File: src/rtl/bus_arbiter_rr_pkg.sv
// ============================================================================
// Module      : bus_arbiter_rr_pkg
// Description : Shared FSM states, grant-class codes and log-record type for
//               the round-robin bus arbiter.
// Revision    : 1.0 - initial release
// ============================================================================
`default_nettype none

package bus_arbiter_rr_pkg;

    typedef enum logic [1:0] {
        IDLE      = 2'd0,
        PROC_GNT  = 2'd1,
        SNOOP_GNT = 2'd2
    } state_t;

    localparam logic [1:0] CLS_PROC  = 2'b01;
    localparam logic [1:0] CLS_SNOOP = 2'b10;

    // Widest requester index supported (16 cores); narrower configs slice it.
    localparam int MAX_ID_W = 4;

    typedef struct packed {
        logic [1:0]          cls;
        logic [MAX_ID_W-1:0] id;
    } log_rec_t;

endpackage

`default_nettype wire

File: src/rtl/bus_arbiter_rr_pick.sv
// ============================================================================
// Module      : rr_pick
// Description : Round-robin search: first set request after ptr, wrapping.
// Revision    : 1.0 - initial release
// ============================================================================
`default_nettype none

module rr_pick #(
    parameter int N    = 4,
    parameter int ID_W = $clog2(N)
) (
    input  logic [N-1:0]    req,
    input  logic [ID_W-1:0] ptr,
    output logic            found,
    output logic [ID_W-1:0] idx
);

    int              w_pos;
    logic [ID_W-1:0] w_cand;

    always_comb begin
        found  = 1'b0;
        idx    = '0;
        w_pos  = 0;
        w_cand = '0;
        // Offset N wraps back onto ptr itself, so it is searched last.
        for (int k = 1; k <= N; k++) begin
            w_pos  = (int'(ptr) + k) % N;
            w_cand = ID_W'(w_pos);
            if (!found && req[w_cand]) begin
                found = 1'b1;
                idx   = w_cand;
            end
        end
    end

endmodule

`default_nettype wire

File: src/rtl/bus_arbiter_rr.sv
// ============================================================================
// Module      : bus_arbiter_rr
// Description : Two-class (snoop over proc) round-robin bus arbiter with
//               grant logging and bounded proc tenure under snoop pressure.
// Revision    : 1.0 - initial release
// ============================================================================
`default_nettype none

module bus_arbiter_rr
    import bus_arbiter_rr_pkg::*;
#(
    parameter int NUM_CORES = 4,
    parameter int ID_W      = $clog2(NUM_CORES),
    parameter int MAX_HOLD  = 16
) (
    input  logic                 clk,
    input  logic                 rst,
    input  logic [NUM_CORES-1:0] req_proc,
    input  logic [NUM_CORES-1:0] req_snoop,
    output logic [NUM_CORES-1:0] gnt_proc,
    output logic [NUM_CORES-1:0] gnt_snoop,
    input  logic                 log_full,
    output logic                 log_wr_en,
    output logic [ID_W+1:0]      log_data,
    output logic                 no_snoop
);

    localparam int c_HOLD_W    = (MAX_HOLD > 1) ? $clog2(MAX_HOLD) : 1;
    localparam int c_HOLD_LAST = (MAX_HOLD > 0) ? MAX_HOLD - 1 : 0;
    localparam logic [NUM_CORES-1:0] c_ONE = NUM_CORES'(1);

    state_t                r_state;
    logic [NUM_CORES-1:0]  r_gnt_proc;
    logic [NUM_CORES-1:0]  r_gnt_snoop;
    logic [ID_W-1:0]       r_proc_ptr;
    logic [ID_W-1:0]       r_snoop_ptr;
    logic [ID_W-1:0]       r_gnt_id;
    logic [c_HOLD_W-1:0]   r_hold_cnt;
    logic                  r_log_wr_en;
    logic [ID_W+1:0]       r_log_data;

    logic                  w_proc_found;
    logic [ID_W-1:0]       w_proc_idx;
    logic                  w_snoop_found;
    logic [ID_W-1:0]       w_snoop_idx;
    logic [ID_W-1:0]       w_win_idx;
    log_rec_t              w_rec;
    logic                  w_snoop_pend;
    logic                  w_preempt;
    logic                  w_no_snoop;
    logic                  w_unused_rec_bits;

    rr_pick #(
        .N    (NUM_CORES),
        .ID_W (ID_W)
    ) u_pick_proc (
        .req   (req_proc),
        .ptr   (r_proc_ptr),
        .found (w_proc_found),
        .idx   (w_proc_idx)
    );

    rr_pick #(
        .N    (NUM_CORES),
        .ID_W (ID_W)
    ) u_pick_snoop (
        .req   (req_snoop),
        .ptr   (r_snoop_ptr),
        .found (w_snoop_found),
        .idx   (w_snoop_idx)
    );

    always_comb begin
        w_win_idx = w_snoop_found ? w_snoop_idx : w_proc_idx;
        w_rec.cls = w_snoop_found ? CLS_SNOOP : CLS_PROC;
        w_rec.id  = MAX_ID_W'(w_win_idx);
    end

    assign w_unused_rec_bits = ^w_rec;

    assign w_snoop_pend = |req_snoop;
    assign w_preempt    = (MAX_HOLD > 0) && w_snoop_pend &&
                          (r_hold_cnt == c_HOLD_W'(c_HOLD_LAST));

    // Written so an unknown req_snoop resolves to "snoop pending".
    always_comb begin
        if ((req_snoop == '0) && (r_gnt_snoop == '0)) begin
            w_no_snoop = 1'b1;
        end else begin
            w_no_snoop = 1'b0;
        end
    end

    always_ff @(posedge clk or posedge rst) begin
        if (rst) begin
            r_state     <= IDLE;
            r_gnt_proc  <= '0;
            r_gnt_snoop <= '0;
            r_proc_ptr  <= ID_W'(NUM_CORES - 1);
            r_snoop_ptr <= ID_W'(NUM_CORES - 1);
            r_gnt_id    <= '0;
            r_hold_cnt  <= '0;
            r_log_wr_en <= 1'b0;
            r_log_data  <= '0;
        end else begin
            r_log_wr_en <= 1'b0;
            case (r_state)
                IDLE: begin
                    r_hold_cnt <= '0;
                    if (!log_full && (w_snoop_found || w_proc_found)) begin
                        r_gnt_id    <= w_win_idx;
                        r_log_wr_en <= 1'b1;
                        r_log_data  <= {w_rec.cls, w_rec.id[ID_W-1:0]};
                        if (w_snoop_found) begin
                            r_state     <= SNOOP_GNT;
                            r_gnt_snoop <= c_ONE << w_snoop_idx;
                            r_snoop_ptr <= w_snoop_idx;
                        end else begin
                            r_state    <= PROC_GNT;
                            r_gnt_proc <= c_ONE << w_proc_idx;
                            r_proc_ptr <= w_proc_idx;
                        end
                    end
                end
                PROC_GNT: begin
                    if (!req_proc[r_gnt_id] || w_preempt) begin
                        r_state    <= IDLE;
                        r_gnt_proc <= '0;
                        r_hold_cnt <= '0;
                    end else if ((MAX_HOLD > 0) && w_snoop_pend) begin
                        r_hold_cnt <= r_hold_cnt + 1'b1;
                    end
                end
                SNOOP_GNT: begin
                    if (!req_snoop[r_gnt_id]) begin
                        r_state     <= IDLE;
                        r_gnt_snoop <= '0;
                    end
                end
                default: begin
                    r_state     <= IDLE;
                    r_gnt_proc  <= '0;
                    r_gnt_snoop <= '0;
                end
            endcase
        end
    end

    assign gnt_proc  = r_gnt_proc;
    assign gnt_snoop = r_gnt_snoop;
    assign log_wr_en = r_log_wr_en;
    assign log_data  = r_log_data;
    assign no_snoop  = w_no_snoop;

endmodule

`default_nettype wire

File: config.mk
export PLATFORM = sky130hd
export DESIGN_NAME = bus_arbiter_rr
export DESIGN_NICKNAME = d
export VERILOG_FILES = /design/src/rtl/bus_arbiter_rr_pkg.sv /design/src/rtl/bus_arbiter_rr_pick.sv /design/src/rtl/bus_arbiter_rr.sv
export SDC_FILE = /design/constraint.sdc
export NUM_CORES = 1
export LEC_CHECK = 0
export ABC_AREA = 1
export ABC_CLOCK_PERIOD_IN_PS = 1720
export CORE_AREA = 2 2 67 69
export CTS_BUF_LIST = sky130_fd_sc_hd__clkbuf_4 sky130_fd_sc_hd__clkbuf_8
export DETAILED_ROUTE_END_ITERATION = 7
export DIE_AREA = 0 0 69 71
export GPL_TIMING_DRIVEN = 1
export PLACE_DENSITY = 0.64
export REMOVE_ABC_BUFFERS = 1
export SLEW_MARGIN = 5
export SYNTH_ARGS = -nofsm -noshare
export SYNTH_HDL_FRONTEND = slang
export SYNTH_SLANG_ARGS = --single-unit
File: constraint.sdc
create_clock -name clk -period 1.72 [get_ports clk]
set_input_delay 0.344 -clock clk [delete_from_list [all_inputs] [get_ports clk]]
set_output_delay 0.344 -clock clk [all_outputs]
set_load 0.05 [all_outputs]
Yosys cells after proc, flatten, opt, wreduce, memory -nomap -nowiden
Index checks and enable logic that the tools add are counted.
{ "op_classes": {"n_addsub": 9, "magnitude_cmp": 9, "n_eq_ne": 9, "shifts": 2, "mux": 56, "bitwise_logic": 3, "reduce_logical": 31} }
{ "ops": {"columns": ["op", "n"], "rows": [
  ["$mux 4", 8],
  ["$lt 2x3->1 const B", 9],
  ["$mux 2", 13],
  ["$pmux 4 s3", 2],
  ["$mux 1", 21],
  ["$bmux 1 s2", 10],
  ["$ne 2x2->1 const B", 5],
  ["$logic_and 1x1->1", 9],
  ["$reduce_and 3->1", 3],
  ["$add 2x1->2 const B", 4],
  ["$add 2x2->2 const B", 4],
  ["$logic_not 1->1", 8],
  ["$logic_not 4->1", 2],
  ["$pmux 4 s2", 1],
  ["$reduce_and 4->1", 2],
  ["$shl 1x2->4 const A", 2],
  ["$pmux 2 s3", 1],
  ["$add 4x1->4 const B", 1],
  ["$eq 4x4->1 const B", 1],
  ["$reduce_and 2->1", 2],
  ["$reduce_or 4->1", 1],
  ["$ne 3x3->1 const B", 1],
  ["$not 1->1", 3],
  ["$eq 2x1->1 const B", 1],
  ["4 further kinds", 5]
]} }
{ "totals": {"ff_bits": 25, "in_bits": 11, "out_inout_bits": 14, "word_cells": 128} }

Depth between registers and ports, before layout
{ "depth": {"depth_word": 17, "mapped_depth": 14, "depth_no_buf": 13} }

By module
A second synthesis with hierarchy kept.
{ "hier_totals": {"cells_unflattened": 262, "area_unflattened_um2": 1838.0} }
{ "modules_own_cells": {"columns": ["module", "n_inst", "cells_each", "area_each_um2", "seq_area_each_um2"], "rows": [
  ["bus_arbiter_rr", 1, 164, 1257.5, 580.6],
  ["rr_pick", 2, 49, 290.3, 0.0]
]} }

Least setup slack after synthesis
OpenSTA, ideal clock, no wires.
{ "synth_timing": {"path_type": "reg-to-output", "start": "reg r_gnt_snoop[3] (netlist: gnt_snoop[3])", "end": "out no_snoop", "arrival_time_ns": 1.819, "setup_slack_ns": -0.443, "path_stages_with_launch": 4, "path_buffers": 0, "path_cell_list": "dfrtp_1 nor2_1 nand2_1 nor3_1"} }
{ "synth_between": {"elab_chain_len": 3} }
{ "synth_rtl": {"columns": ["item", "line", "source"], "rows": [
  ["from (decl)", "bus_arbiter_rr.sv:34", "logic [NUM_CORES-1:0] r_gnt_snoop;"],
  ["from (signal assigned)", "bus_arbiter_rr.sv:116", "r_gnt_snoop <= c_ONE << w_snoop_idx;"],
  ["$logic_not 4->1", "bus_arbiter_rr.sv:87", "if ((req_snoop == '0) && (r_gnt_snoop == '0)) begin"],
  ["$logic_and 1x1->1", "bus_arbiter_rr.sv:87", null],
  ["$mux 1", "bus_arbiter_rr.sv:87", null],
  ["to (decl)", "bus_arbiter_rr.sv:25", "output logic no_snoop"]
]} }
No other way between the ends.

Final worst setup path
{ "layout_timing": {"start": "reg r_proc_ptr[0]", "end": "reg r_gnt_proc[0] (netlist: gnt_proc[0])"} }
{ "layout_between": {"elab_chain_len": 17, "word_cells_on_any_way": 34, "cone_classes": "4 x add/sub; 1 x eq/ne; 1 x shift; 19 x mux; 9 x reduce/logical"} }
{ "layout_rtl": {"columns": ["item", "line", "source"], "rows": [
  ["from (decl)", "bus_arbiter_rr.sv:35", "logic [ID_W-1:0] r_proc_ptr;"],
  ["from (signal assigned)", "bus_arbiter_rr.sv:99", "r_proc_ptr <= ID_W'(NUM_CORES - 1);"],
  ["from (signal assigned)", "bus_arbiter_rr.sv:121", "r_proc_ptr <= w_proc_idx;"],
  ["$add 2x1->2", "bus_arbiter_rr_pick.sv:28", "w_pos = (int'(ptr) + k) % N;"],
  ["$bmux 1 s2", "bus_arbiter_rr_pick.sv:30", "if (!found && req[w_cand]) begin"],
  ["$mux 1 (not written as such)", "bus_arbiter_rr_pick.sv:30", null],
  ["$mux 1", "bus_arbiter_rr_pick.sv:30", null],
  ["$logic_not 1->1", "bus_arbiter_rr_pick.sv:30", null],
  ["$logic_and 1x1->1", "bus_arbiter_rr_pick.sv:30", null],
  ["$mux 1", "bus_arbiter_rr_pick.sv:30", null],
  ["$logic_not 1->1", "bus_arbiter_rr_pick.sv:30", null],
  ["$logic_and 1x1->1", "bus_arbiter_rr_pick.sv:30", null],
  ["$mux 1", "bus_arbiter_rr_pick.sv:30", null],
  ["$logic_not 1->1", "bus_arbiter_rr_pick.sv:30", null],
  ["$logic_and 1x1->1", "bus_arbiter_rr_pick.sv:30", null],
  ["$mux 2 / $mux 1 (equally long branches)", "bus_arbiter_rr_pick.sv:30", null],
  ["$shl 1x2->4 / $logic_or 1x1->1 (equally long branches)", "bus_arbiter_rr.sv:120, bus_arbiter_rr.sv:110", null],
  ["$mux 4 / $logic_and 1x1->1 (equally long branches)", "bus_arbiter_rr.sv:114, bus_arbiter_rr.sv:110", null],
  ["$mux 4 / $ne 2x2->1 (equally long branches)", null, null],
  ["$pmux 4 s3 / $reduce_and 4->1 (equally long branches)", null, null],
  ["to (signal assigned)", "bus_arbiter_rr.sv:120", "r_gnt_proc <= c_ONE << w_proc_idx;"],
  ["to (decl)", "bus_arbiter_rr.sv:33", "logic [NUM_CORES-1:0] r_gnt_proc;"]
]} }
Several ways; a longest one is shown, not always the timed one. The select of a mux whose other input is x is not followed.
A chain may end at the register's enable or synchronous reset.

==> flow_summary.ini <==
[logic_synthesis]
synth_top_area_cell = dfrtp_1
ys_seq_area_share_pct = 36.4
synth_top_area_share_pct = 29.9
synthCells = 242
synth_xor_area_share_pct = 0
yosys_register_bits = 23
synth_compound_area_share_pct = 11.2
avgSynthCellArea_um2 = 6.58
synth_top_family_by_area = simple AND/OR/NAND/NOR gates
synthSimpleGateAreaFrac_pct = 42.3
synthMuxAreaShare_pct = 0
synth_warnings = 0
syn_area_um2 = 1590
synth_cell_types = 26
synth.area.top_cells = dfrtp_1 (30%), nand2_1 (21%), inv_1 (7.1%), dfstp_2 (6.6%), nand2_2 (5.5%)
synthAdderAreaFrac_pct = 0.786

[drt]
first_iter_violations = 72
wire_per_inst_um = 12.2
dr.pass1.iters = 4
route.detailed.drc = 0
wirelength_um = 4420
ant_nets = 0
via_count = 1762
routed_via_density = 4.88

[timing]
hold_viol = 0
slew_viol_final = 0
fin_crit_ns = 1.88
rsz0062_at_grt = yes
finClkSkew_ns = 0.00295
maxSlewHeadroom_pct = 76.8
finalSetupViolCount = 14
worstMarginPinSlew_ns = 0.345
worst_slack_ns = -0.155
timing.fmax_mhz = 533
finalCritPeriodShare_pct = 109

[floorplanning]
die-area_um2 = 4900
num_io_pins = 25
dieHeight_um = 71
core-area_um2 = 4200
initial_core_util_pct = 37.9
rows = 24
die_width_um = 69

[cts]
ctsHtreeMaxLevel = 1
cts_buffers = 3
ctsHoldBuffers = 0
cts_tree = built
clock-sinks = 23
clkLatencyLatePin_ns = 0.27
cts_buffer_depth = 2
root_buffer = clkbuf_8
clk_pin_slew_worst_paths_ns = 0.09

[worst_setup_path]
crit_path_top_delay_cell = dfstp_2
critical_path_class = reg -> reg
cp-end-kind = flip-flop
reg2reg_setup_slack_ns = -0.16
startpoint_type = flip-flop
arrival_ns = 2.09
crit_fanout = 4
path_cells = buf_12, nand2_1, nand2_4, nand2_4, buf_4, buf_4, buf_4, nand2_1, o21ai_1, inv_1, nand2_2, inv_2, nand3_1, nand2_1
crit_family = buffers and inverters
slowest_delay_ns = 0.57
crit_required_ns = 1.93
critical_path_buf_inv_count = 6

[pwr]
p_sw_mw = 2.41
ir_worst_vdd_uv = 1160
sw_frac_of_total_pct = 51.7
powerDensity_nw_per_um2 = 1940
p_leak_nw = 1.27
p_seq_share_pct = 20.2
comb_power_share_pct = 72.4
internal-power_mw = 2.25
clkPwrFrac_pct = 7.4

[global_routing]
grt_max_degree = 24
grt_pass1_wl_um = 7240
antenna_found_initial = 0
grtUsageTotal_pct = 18.1
first_global_vias = 1663
overflow = 0

[placed_design]
hpwl_um = 3010
place_congestion = 0.821
dp_cells = 339
dpl-instance-area_um2 = 2050
io_buffers = 24

[final_layout]
area_delta_synth_final_pct = 50.4
design_area_um2 = 2400
drive_gt1_share_pct = 39.5
final_cell_count_no_fill = 361
diodes = 0
layout.nets = 322

[run_status]
outcome = complete, but fails checks
failed_checks = setup timing

[job]
maxCapViolCount = 0

[min_path]
hold_path_class = in -> async
## timing repair
action / CTS / global route
gates resized for setup: 26 / 35
pin swaps: 10 / 13
setup buffers: 11 / 7
endpoints found under the setup margin: 15 / 22
## placed cells by master, fill, tap and decap left out, drive strengths merged, types with 2 or more instances in the layout
cell type	instances
a21oi	8
clkbuf	3
nand3	20
o21ai	23
nor3	2
buf	55
nor2	18
nand4	4
dfrtp	19
clkdlybuf4s50	4
nand2	101
dfstp	4
clkdlybuf4s15	2
inv	35
dlymetal6s2s	2
dlygate4sd2	2
## synth_stat cells, drive strengths merged
cell and n:
ha 1, nor2 18, clkbuf 1, a21oi 8
buf 1, dfstp 4, o211ai 1, o21ai 23
a22oi 1, nor3b 1, nand4 4, nor3 2
nand2 101, inv 35, dfrtp 19, and3 1
nand3 20, a21boi 1
## logic make-up after synthesis
group | Yosys count
AO/OA/AOI/OAI | 34
AND/OR/NAND/NOR | 147
flip-flops | 23
buffers and inverters | 37
adder cells (fa/ha/maj) | 1
## worst min-delay path, delay by kind of cell
| family | cells | cell delay (ns) |
|---|---|---|
| buffers and inverters | 3 | 0.72 |
## power groups by stage
stage	logic (mW)	registers, mW	clock network [mW]
global route	3.70	0.965	0.371
finish	3.37	0.939	0.345
detailed placement	2.59	0.960	0
global placement	2.57	0.956	0
CTS	2.91	0.927	0.353
floorplan	1.43	1.30	0
## worst paths after layout
kind | start | to | cells after the start
setup / recovery | r_proc_ptr[0] | gnt_proc[0] | 14
setup reg to reg | r_proc_ptr[0] | gnt_proc[0] | 14
hold reg to reg | log_data[3] | log_data[3] | 2
hold / removal | rst | r_hold_cnt[1] | 3
max in group asynchronous | rst | r_snoop_ptr[1] | 3
min in group clk | log_data[3] | log_data[3] | 2
## layer usage
metal	global-route usage (%)	vias up	share of wire, %
met5	0	-	0
met1	24.1	806	46
met3	2.14	10	4.0
met4	7.63	0	2.4
li1	-	904	-
met2	29.8	42	47
## final cells by class
type	instances	area (um^2)
flip-flops and latches	23	581
multi-input cells	182	1010
inverters	35	141
fillers	404	1810
clock buffers	3	41.3
repair buffers	65	553
well taps	52	65.1
clock inverters	1	5.00
## state kept, by name, summed over array words and instances (netlist names)
| signal | count |
|---|---|
| r_hold_cnt | 4 |
| r_state | 2 |
| log_data | 3 |
| r_snoop_ptr | 2 |
| r_gnt_id | 1 |
| gnt_snoop | 4 |
| gnt_proc | 4 |
| r_proc_ptr | 2 |
| log_wr_en | 1 |
## through the flow
step | power [mW] | hold WS (ns) | setup WS [ns] | utilization, % | TNS (ns)
floorplan | 2.73 | 0.343 | -0.443 | - | -0.443
global placement | 3.53 | 0.471 | -0.334 | 48.7 | -6.10
detailed placement | 3.55 | 0.463 | -0.340 | 48.7 | -6.07
CTS | 4.19 | 0.409 | -0.0545 | 53.1 | -0.281
global route | 5.04 | 0.459 | -0.255 | 57.0 | -3.33
finish | 4.66 | 0.403 | -0.155 | 57.0 | -1.76
No activity file was read; power rests on OpenSTA's default activity.
